**config.mk**
```make
export PLATFORM = sky130hd
export DESIGN_NAME = divisor_frecuencia
export DESIGN_NICKNAME = d
export VERILOG_FILES = /design/src/rtl/divisor_frecuencia.sv
export SDC_FILE = /design/constraint.sdc
export NUM_CORES = 1
export LEC_CHECK = 0
export CORE_MARGIN = 2
export CORE_UTILIZATION = 40
export CTS_BUF_LIST = sky130_fd_sc_hd__clkbuf_2
export CTS_CLUSTER_SIZE = 8
export DETAILED_ROUTE_END_ITERATION = 8
export SETUP_SLACK_MARGIN = 0.4
export SLEW_MARGIN = 20
export SYNTH_ARGS = -nofsm -noshare
export SYNTH_HDL_FRONTEND = slang
export SYNTH_SLANG_ARGS = --single-unit
export TNS_END_PERCENT = 100
```
**constraint.sdc**
```tcl
create_clock -name clk_in -period 1.8 [get_ports clk_in]
set_clock_uncertainty 0.2 [all_clocks]
set_input_delay 0.18 -clock clk_in [delete_from_list [all_inputs] [get_ports clk_in]]
set_output_delay 0.18 -clock clk_in [all_outputs]
set_load 0.005 [all_outputs]
```
**src/rtl/divisor_frecuencia.sv**
```systemverilog
// -----------------------------------------------------------------------------
// divisor_frecuencia
//   Integer clock divider that produces the bit-rate tick clock for the
//   UART/Bluetooth receive path. A free-running counter on clk_in generates a
//   registered, glitch-free divided clock whose period is DIVISOR clk_in
//   cycles (DIVISOR = CLK_FREQ / BAUD_RATE, truncated).
//
//   Each period is LOW cycles low followed by HIGH cycles high, where
//   HIGH = DIVISOR/2 and LOW = DIVISOR - HIGH. For an odd DIVISOR, the extra
//   cycle goes to the low phase.
//
// Parameters
//   CLK_FREQ   input clock frequency in Hz
//   BAUD_RATE  desired clk_div frequency in Hz
//
// Ports
//   clk_in   in   1  system clock, the only clock in the block
//   reset    in   1  synchronous, active-high reset (clears counter and clk_div)
//   clk_div  out  1  divided clock, driven straight from a flop
// -----------------------------------------------------------------------------
module divisor_frecuencia #(
  parameter int CLK_FREQ  = 50_000_000,
  parameter int BAUD_RATE = 9600
) (
  input  logic clk_in,
  input  logic reset,
  output logic clk_div
);

  // Guard the division so that a zero baud rate reaches the readable error
  // below instead of failing on a divide-by-zero during elaboration.
  localparam int DIVISOR = (BAUD_RATE == 0) ? 0 : CLK_FREQ / BAUD_RATE;
  localparam int HIGH    = DIVISOR / 2;
  localparam int LOW     = DIVISOR - HIGH;
  localparam int CW      = (DIVISOR < 2) ? 1 : $clog2(DIVISOR);

  // A divisor below 2 can never toggle the output, so treat it as a build error.
  generate
    if (BAUD_RATE == 0 || DIVISOR < 2) begin : g_bad_divisor
      $error("divisor_frecuencia: DIVISOR must be >= 2 and BAUD_RATE nonzero");
    end
  endgenerate

  localparam logic [CW-1:0] CNT_LAST = CW'(DIVISOR - 1);
  localparam logic [CW-1:0] CNT_LOW  = CW'(LOW);

  logic [CW-1:0] cnt;
  logic [CW-1:0] cnt_next;

  // Count 0..DIVISOR-1 and then wrap. The wrap compares against the last
  // value, because DIVISOR is not necessarily a power of two.
  always_comb begin
    cnt_next = cnt + CW'(1);
    if (cnt == CNT_LAST) begin
      cnt_next = '0;
    end
  end

  // clk_div is decoded from cnt_next and then registered, so the output sits
  // on the same edge as the counter and never carries a combinational glitch.
  // Counter values 0..LOW-1 are the low phase and LOW..DIVISOR-1 are the high
  // phase. After a reset, clk_div rises on the LOW-th edge following release.
  always_ff @(posedge clk_in) begin
    if (reset) begin
      cnt     <= '0;
      clk_div <= 1'b0;
    end else begin
      cnt     <= cnt_next;
      clk_div <= (cnt_next >= CNT_LOW);
    end
  end

endmodule

```
* After elaboration in Yosys (flattened, before gate mapping)
Cells that the tools add are included.
** Word-level totals
- Flip-flop bits (word level) :: 14
- Latch bits :: 0
- Memory bits (writable) :: 0
- ROM bits :: 0
- Bits of input ports :: 2
- Output and inout bits :: 1
- Logic and storage cells :: 6
- Memories :: 0
** Operators by class
- Add/subtract/negate cells :: 1
- $mul :: 0
- Div/mod/pow operators :: 0
- Order comparisons :: 1
- Equal/unequal tests :: 1
- Shift operators :: 0
- Multiplexer cells :: 1
- Bitwise operators :: 0
- Reductions and logical operators :: 0
** Operators with widths (count)
- adder 13 x 1 -> 13 bit (second input constant) :: 1
- equality test 13 bit (second input constant) :: 1
- greater-or-equal comparator 13 x 12 -> 1 bit (second input constant) :: 1
- 2-to-1 mux 13 bit :: 1

* Longest topological paths before layout
Gate-level depths: netlist (run 1).
- Depth in word-level cells :: 3
- Gate-level depth with buffers :: 7
- Gate-level depth less buffers :: 6

* Worst setup path after synthesis (run 1)
Ideal clock, no wire load.
- Path type :: reg-to-reg
- Start :: register cnt[0]
- End :: register clk_div
- Library setup time :: 122 ps
- Data arrival time :: 1494 ps
- Data required time :: 1478 ps
- Path slack :: -16 ps
- Cell stages (with the launch flop) :: 7
- Path buffers :: 1
- Clock period less this slack :: 1816 ps
- Cells stage by stage :: dfxtp_1 -> ha_1 -> buf_2 -> or4b_1 -> nand4_1 -> and4_1 -> o22ai_2
** Between the ends
- Longest elaborated chain between the ends :: 3
- Elaborated cells between the ends (all ways) :: 4
- Classes of those cells :: 1 x add/sub; 1 x order compare; 1 x eq/ne; 1 x mux
** Ends and longest elaborated chain
- start, declared :: line 47 : logic [CW-1:0] cnt;
- start signal, assigned :: line 68 : cnt <= cnt_next;
- adder 13 x 1 -> 13 bit / equality test 13 bit (equally long branches) :: line 53, 54
- 2-to-1 mux 13 bit * :: line 54 : if (cnt == CNT_LAST) begin
- greater-or-equal comparator 13 x 12 -> 1 bit * :: line 69 : clk_div <= (cnt_next >= CNT_LOW);
- end signal, assigned :: line 69
- end, declared :: line 27 : output logic clk_div
Mark *: on every way between the ends. The rest lies on a longest branch, timed or not.
A chain may end at the register's enable or synchronous reset.

* Worst setup path after layout (run 1)
- Start :: register cnt[2]
- End :: register clk_div
Same word-level chain as after synthesis.

==> metrics.yaml, run 1 <==
finalMaxSlewViolations: 0
cts.clk_slew.worst_paths_ns: 0.13
r2r_cells: 5
row_count: 15
grt_use_total_pct: 18.8
layout.nets: 108
wl_met2_microns: 816
placedCellCount: 119
ys.flop_type: "dfxtp_1"
drive_gt1_share_pct: 34.0
slew_headroom_pct: 83.1
tritoncts: "yes"
hpwl_microns: 1070
worstSetupEndpointType: "flop"
ys_top_cells_by_area: "dfxtp_1 (37%), xnor2_1 (12%), nor2_1 (10%)"
synthArstFlopShare_pct: 0
layout_common_cells: "nor2_1 (18), xnor2_1 (10), buf_4 (10)"
place_congestion: 0.857
startpoint_type: "flop"
p_sw_share_pct: 25.5
fp.dieH_microns: 47.4
clockPowerShare_pct: 28.8
grt_pass1_wl_microns: 2830
cp_max_fo: 6
drtPass1Iterations: 4
avgSynthCellArea_sq_um: 8.26
wl_met3_microns: 66
ys_seq_area_share_pct: 37.3
path_class: "reg2reg"
maxCapViolCount: 0
fin_crit_ns: 1.71
portBuffers: 2
top_layer_used: "met4"
final_common_cell: "nor2_1"
grt_antenna_before_repair: 0
yosys.area.top_type_share_pct: 37.3
arrival_ns: 1.71
max_freq_mhz: 586
grt_overflow_total: 0
coreArea_sq_um: 1750
yosysTopAreaCell: "dfxtp_1"
area_delta_synth_final_pct: 29.8
ir_worst_vdd_v: 0.000299
setup_viol: 0
cts.sinks: 14
wl_per_cell_microns: 13.1
worst_slew_pin_slew_ns: 0.249
p_switching_mw: 0.131
synth_edf_count: 0
die_w_microns: 47.4
p_per_area_nw_per_um2: 525
numCtsBuffers: 3
grt_max_degree: 8
synth_cell_types: 30
hp-class: "in2reg"
worstPathRequired_ns: 1.80
cts_max_path_buffers: 2
synth.cell_area_sq_um: 752
hold_viol_final: 0
ant_nets: 0
vias: 657
initial_core_util_pct: 43.1
grt_pass1_vias: 610
pin_count: 3
dieArea_sq_um: 2240
first_iter_violations: 18
cts_root_buffer: "clkbuf_2"
p_int_mw: 0.382
drc: 0
fin_crit_sh_pct: 94.9
diodes: 0
p_leak_nw: 0.318
htree_levels: 1
synthesis.nets: 94
syn_inst: 91
status: "completed"
final_cell_count_no_fill: 128
yosysWarnings: 0
met1_length_microns: 757
viasPerCell: 5.13
fin_util_pct: 55.9
p_comb_share_pct: 8.4
finalWirelength_microns: 1680
insertion_delay_ns: 0.29
hold_path_depth: 2
rsz0062_at_grt: "true"
ys_ff_latch: 14
p_seq_share_pct: 62.9
==> Yosys cell counts, types with 2 or more instances <==
library cell / instances
nor2_1: 20
dfxtp_1: 14
xnor2_1: 10
nand3_1: 6
buf_2: 4
inv_1: 4
nand2_1: 4
nor3_1: 3
a21oi_1: 2
nand4_1: 2
o21ai_0: 2
xor2_1: 2
==> cell type report <==
type | count | area [sq um]
Clock buffer | 3 | 15.0
Fill cell | 163 | 769
Inverter | 4 | 15.0
Multi-Input combinational cell | 67 | 475
Sequential cell | 14 | 303
Tap cell | 25 | 31.3
Timing Repair Buffer | 15 | 136
==> repair_timing <==
action	4_1_cts	5_1_grt
buffers inserted	6	0
setup endpoints to repair	14	13
gates cloned	0	0
resized for setup	16	2
hold buffers	0	0
pin swaps	13	1
==> per-stage QoR <==
step           setup TNS, ns  hold slack [ns]  worst slack, ns  cell area (sq um)  power (mW)
2_1_floorplan              0           0.0524            0.101                790       0.356
3_3_place_gp         -0.0328            0.266          -0.0328                852       0.364
3_5_place_dp         -0.0230            0.266          -0.0230                852       0.365
4_1_cts                    0            0.231            0.111                960       0.515
5_1_grt                    0            0.255           0.0102                976       0.532
6_report                   0            0.255           0.0923                976       0.512
==> final timing paths <==
check / start / to / slack, ns
worst min-delay path: reset / cnt[2] / 0.25
worst min register to register: cnt[0] / cnt[0] / 0.27
worst max register to register: cnt[2] / clk_div / 0.09
worst max-delay path: cnt[2] / clk_div / 0.09
==> worst max-delay path: stages, from the launching register on <==
cell,delay [ns]
dfxtp_4,0.39
a21boi_0,0.12
or4b_1,0.51
nand4_1,0.12
and4_1,0.21
o22ai_2,0.06
==> flip-flops by register name, indices dropped and copies added, names as in the netlist <==
register / count
clk_div: 1
cnt: 13
==> routing by layer <==
| metal | track usage, % | up-vias |
|---|---|---|
| met1 | 24.7 | 307 |
| met4 | 7.22 | 0 |
| met3 | 7.31 | 5 |
| met2 | 27.8 | 11 |
| met5 | 0 | - |
| li1 | - | 334 |
==> power by group through the flow <==
stage               registers, mW  logic (mW)  clock network (mW)
global route                0.324      0.0472               0.161
floorplan                   0.330      0.0261                   0
detailed placement          0.335      0.0304                   0
finish                      0.322      0.0428               0.147
global placement            0.335      0.0294                   0
CTS                         0.322      0.0410               0.152
==> kinds of logic (layout without fill, tap and decap cells) <==
group	count (synthesis)	in the layout	share of synthesized area, %
buffers and inverters	10	22	6.16
flip-flops	14	14	37.3
AO/OA/AOI/OAI	11	11	11.1
adder cells (fa/ha/maj)	1	1	1.66
XOR/XNOR	12	12	14.0
AND/OR/NAND/NOR	43	43	29.8
Note: power is estimated with default switching activity, not from simulation.
==> run 2: changes to the inputs <==
--- a/config.mk
+++ b/config.mk
@@ -10,6 +10,7 @@
 export CTS_BUF_LIST = sky130_fd_sc_hd__clkbuf_2
 export CTS_CLUSTER_SIZE = 8
 export DETAILED_ROUTE_END_ITERATION = 8
+export PLACE_DENSITY = 0.7
 export SETUP_SLACK_MARGIN = 0.4
 export SLEW_MARGIN = 20
 export SYNTH_ARGS = -nofsm -noshare
==> run 2 against run 1 <==
Against the previous run:
- register-to-register slack is essentially flat
- via count is 8.5% higher
- critical path type unchanged
- global-route usage fell by 1.4 points
- power increased by 1.4%
==> metrics.yaml, run 2 (synthesized netlist as in run 1, its figures left out) <==
top_regs: "cnt: 13 flops, clk_div: 1 flops"
startpoint_type: "flop"
ant_nets: 0  # unchanged
viasPerCell: 5.44  # +6.0%
htree_levels: 1  # unchanged
cts_max_path_buffers: 2  # unchanged
cp_max_fo: 7  # +1
drtPass1Iterations: 4  # unchanged
layout.nets: 111  # +2.8%
area_delta_synth_final_pct: 41.9
maxCapViolCount: 0  # unchanged
place_congestion: 0.813  # -5.1%
insertion_delay_ns: 0.27  # -0.02 ns
cts_root_buffer: "clkbuf_2"
worstPathRequired_ns: 1.77  # -0.03 ns
regMostFlops: "cnt"
crit_slowest_cell: "or4b_4"
grt_pass1_wl_microns: 2660  # -6.1%
cp_top_family: "simple AND/OR/NAND/NOR gates"
hold_viol_final: 0  # unchanged
worstSetupEndpointType: "flop"
ir_worst_vdd_v: 0.000438  # +47%
path_class: "reg2reg"
crit_chain: "ha_4 -> or4b_4 -> nand4_1 -> and4_1 -> o22ai_2"
finalMaxSlewViolations: 0  # unchanged
final_cell_count_no_fill: 131  # +2.3%
dp_slack_ns: -0.0622  # -0.0392 ns
drive_gt1_share_pct: 45.3  # +11 points
p_leak_nw: 0.360  # +13%
fp.dieH_microns: 47.4  # unchanged
pin_count: 3  # unchanged
setup_viol: 0  # unchanged
rsz0062_at_grt: "true"
placedCellCount: 120  # +0.84%
finalWorstSetupSlack_ns: 0.107  # +0.0144 ns
wl_per_cell_microns: 14.0  # +6.9%
largest_reg_flops: 13  # unchanged
vias: 713  # +8.5%
hpwl_microns: 1150  # +7.0%
fillers: 153  # -6.1%
worst_slew_pin_slew_ns: 0.280  # +0.0307 ns
hp-class: "in2reg"
grt_max_degree: 11  # +3
row_count: 15  # unchanged
tritoncts: "yes"
initial_core_util_pct: 43.1  # unchanged
coreArea_sq_um: 1750  # unchanged
grt_overflow_total: 0  # unchanged
numCtsBuffers: 3  # unchanged
arrival_ns: 1.66  # -0.05 ns
dieArea_sq_um: 2240  # unchanged
die_w_microns: 47.4  # unchanged
grt_pass1_vias: 607  # -0.49%
fin_crit_ns: 1.69  # -0.0144 ns
drc: 0  # unchanged
multi_input_area_sq_um: 544  # +14%
grt_use_total_pct: 17.5  # -1.4 points
cp_num_buf_inv: 0  # unchanged
max_freq_mhz: 591  # +0.85%
slowest_delay_ns: 0.47  # -0.04 ns
diodes: 0  # unchanged
fin_crit_sh_pct: 94.1  # -0.80 points
final_common_cell: "buf_4"
cts.sinks: 14  # unchanged
cts.clk_slew.worst_paths_ns: 0.12  # about the same
slew_headroom_pct: 81.2  # -1.9 points
portBuffers: 2  # unchanged
status: "completed"
p_per_area_nw_per_um2: 486  # -7.3%
finalWirelength_microns: 1830  # +9.4%
grt_antenna_before_repair: 0  # unchanged
first_iter_violations: 11  # -7
regArea_sq_um: 307  # +1.2%
layout_common_cells: "buf_4 (14), nor2_1 (11), xnor2_1 (9)"
run 2: cell types whose count changed in the layout (fill, tap and decap cells not counted), sizes merged:
cell / delta
buf: +3
run 2: worst reg2reg max path, cell delays in order (launching register included):
cell,delay [ns]
dfxtp_4,0.39
ha_4,0.19
or4b_4,0.47
nand4_1,0.09
and4_1,0.19
o22ai_2,0.06
run 2: power breakdown:
group	switching (mW)	internal (mW)	total (mW)
combinational	0.0281	0.0330	0.0611
sequential	0.0113	0.311	0.322
clock	0.0904	0.0454	0.136
total	0.130	0.389	0.519
run 2: routing by layer:
metal,vias to the layer above,GRT usage (%),wire length [microns]
met5,-,0,0
met4,0,12.8,64
met3,7,2.69,34
met2,11,26.2,909
met1,350,22.5,824
li1,345,-,-
run 2: layout make-up:
type | count | area share, %
tap | 25 | 2.93
multi-input combinational | 67 | 51.0
clock buffer | 3 | 1.41
timing repair buffer | 18 | 14.5
sequential | 14 | 28.7
inverter | 4 | 1.41
run 2: final timing paths:
path	from	end	slack, ns	depth (start not counted)
worst min-delay path	reset	cnt[2]	0.30	2
worst max register to register	cnt[0]	clk_div	0.11	5
worst max-delay path	cnt[0]	clk_div	0.11	5
worst min register to register	cnt[0]	cnt[0]	0.38	2
run 2: repair_timing:
item	in CTS	in global routing
buffers inserted	5	3
resized for setup	17	21
hold buffers	0	0
gates cloned	0	0
pin swaps	13	6
hold endpoints to repair	0	0
setup endpoints to repair	14	13
run 2: metrics by stage:
| stage | power (mW) | instance area (sq um) | setup TNS (ns) | hold slack, ns | util, % |
|---|---|---|---|---|---|
| final | 0.519 | 1070 | 0 | 0.297 | 61.1 |
| after global routing | 0.546 | 1070 | 0 | 0.276 | 61.1 |
| after CTS | 0.508 | 958 | 0 | 0.260 | 54.9 |
| after detailed placement | 0.366 | 860 | -0.0622 | 0.269 | 49.2 |
| after global placement | 0.365 | 860 | -0.0659 | 0.263 | 49.2 |
| after floorplan | 0.356 | 790 | 0 | 0.0524 | - |
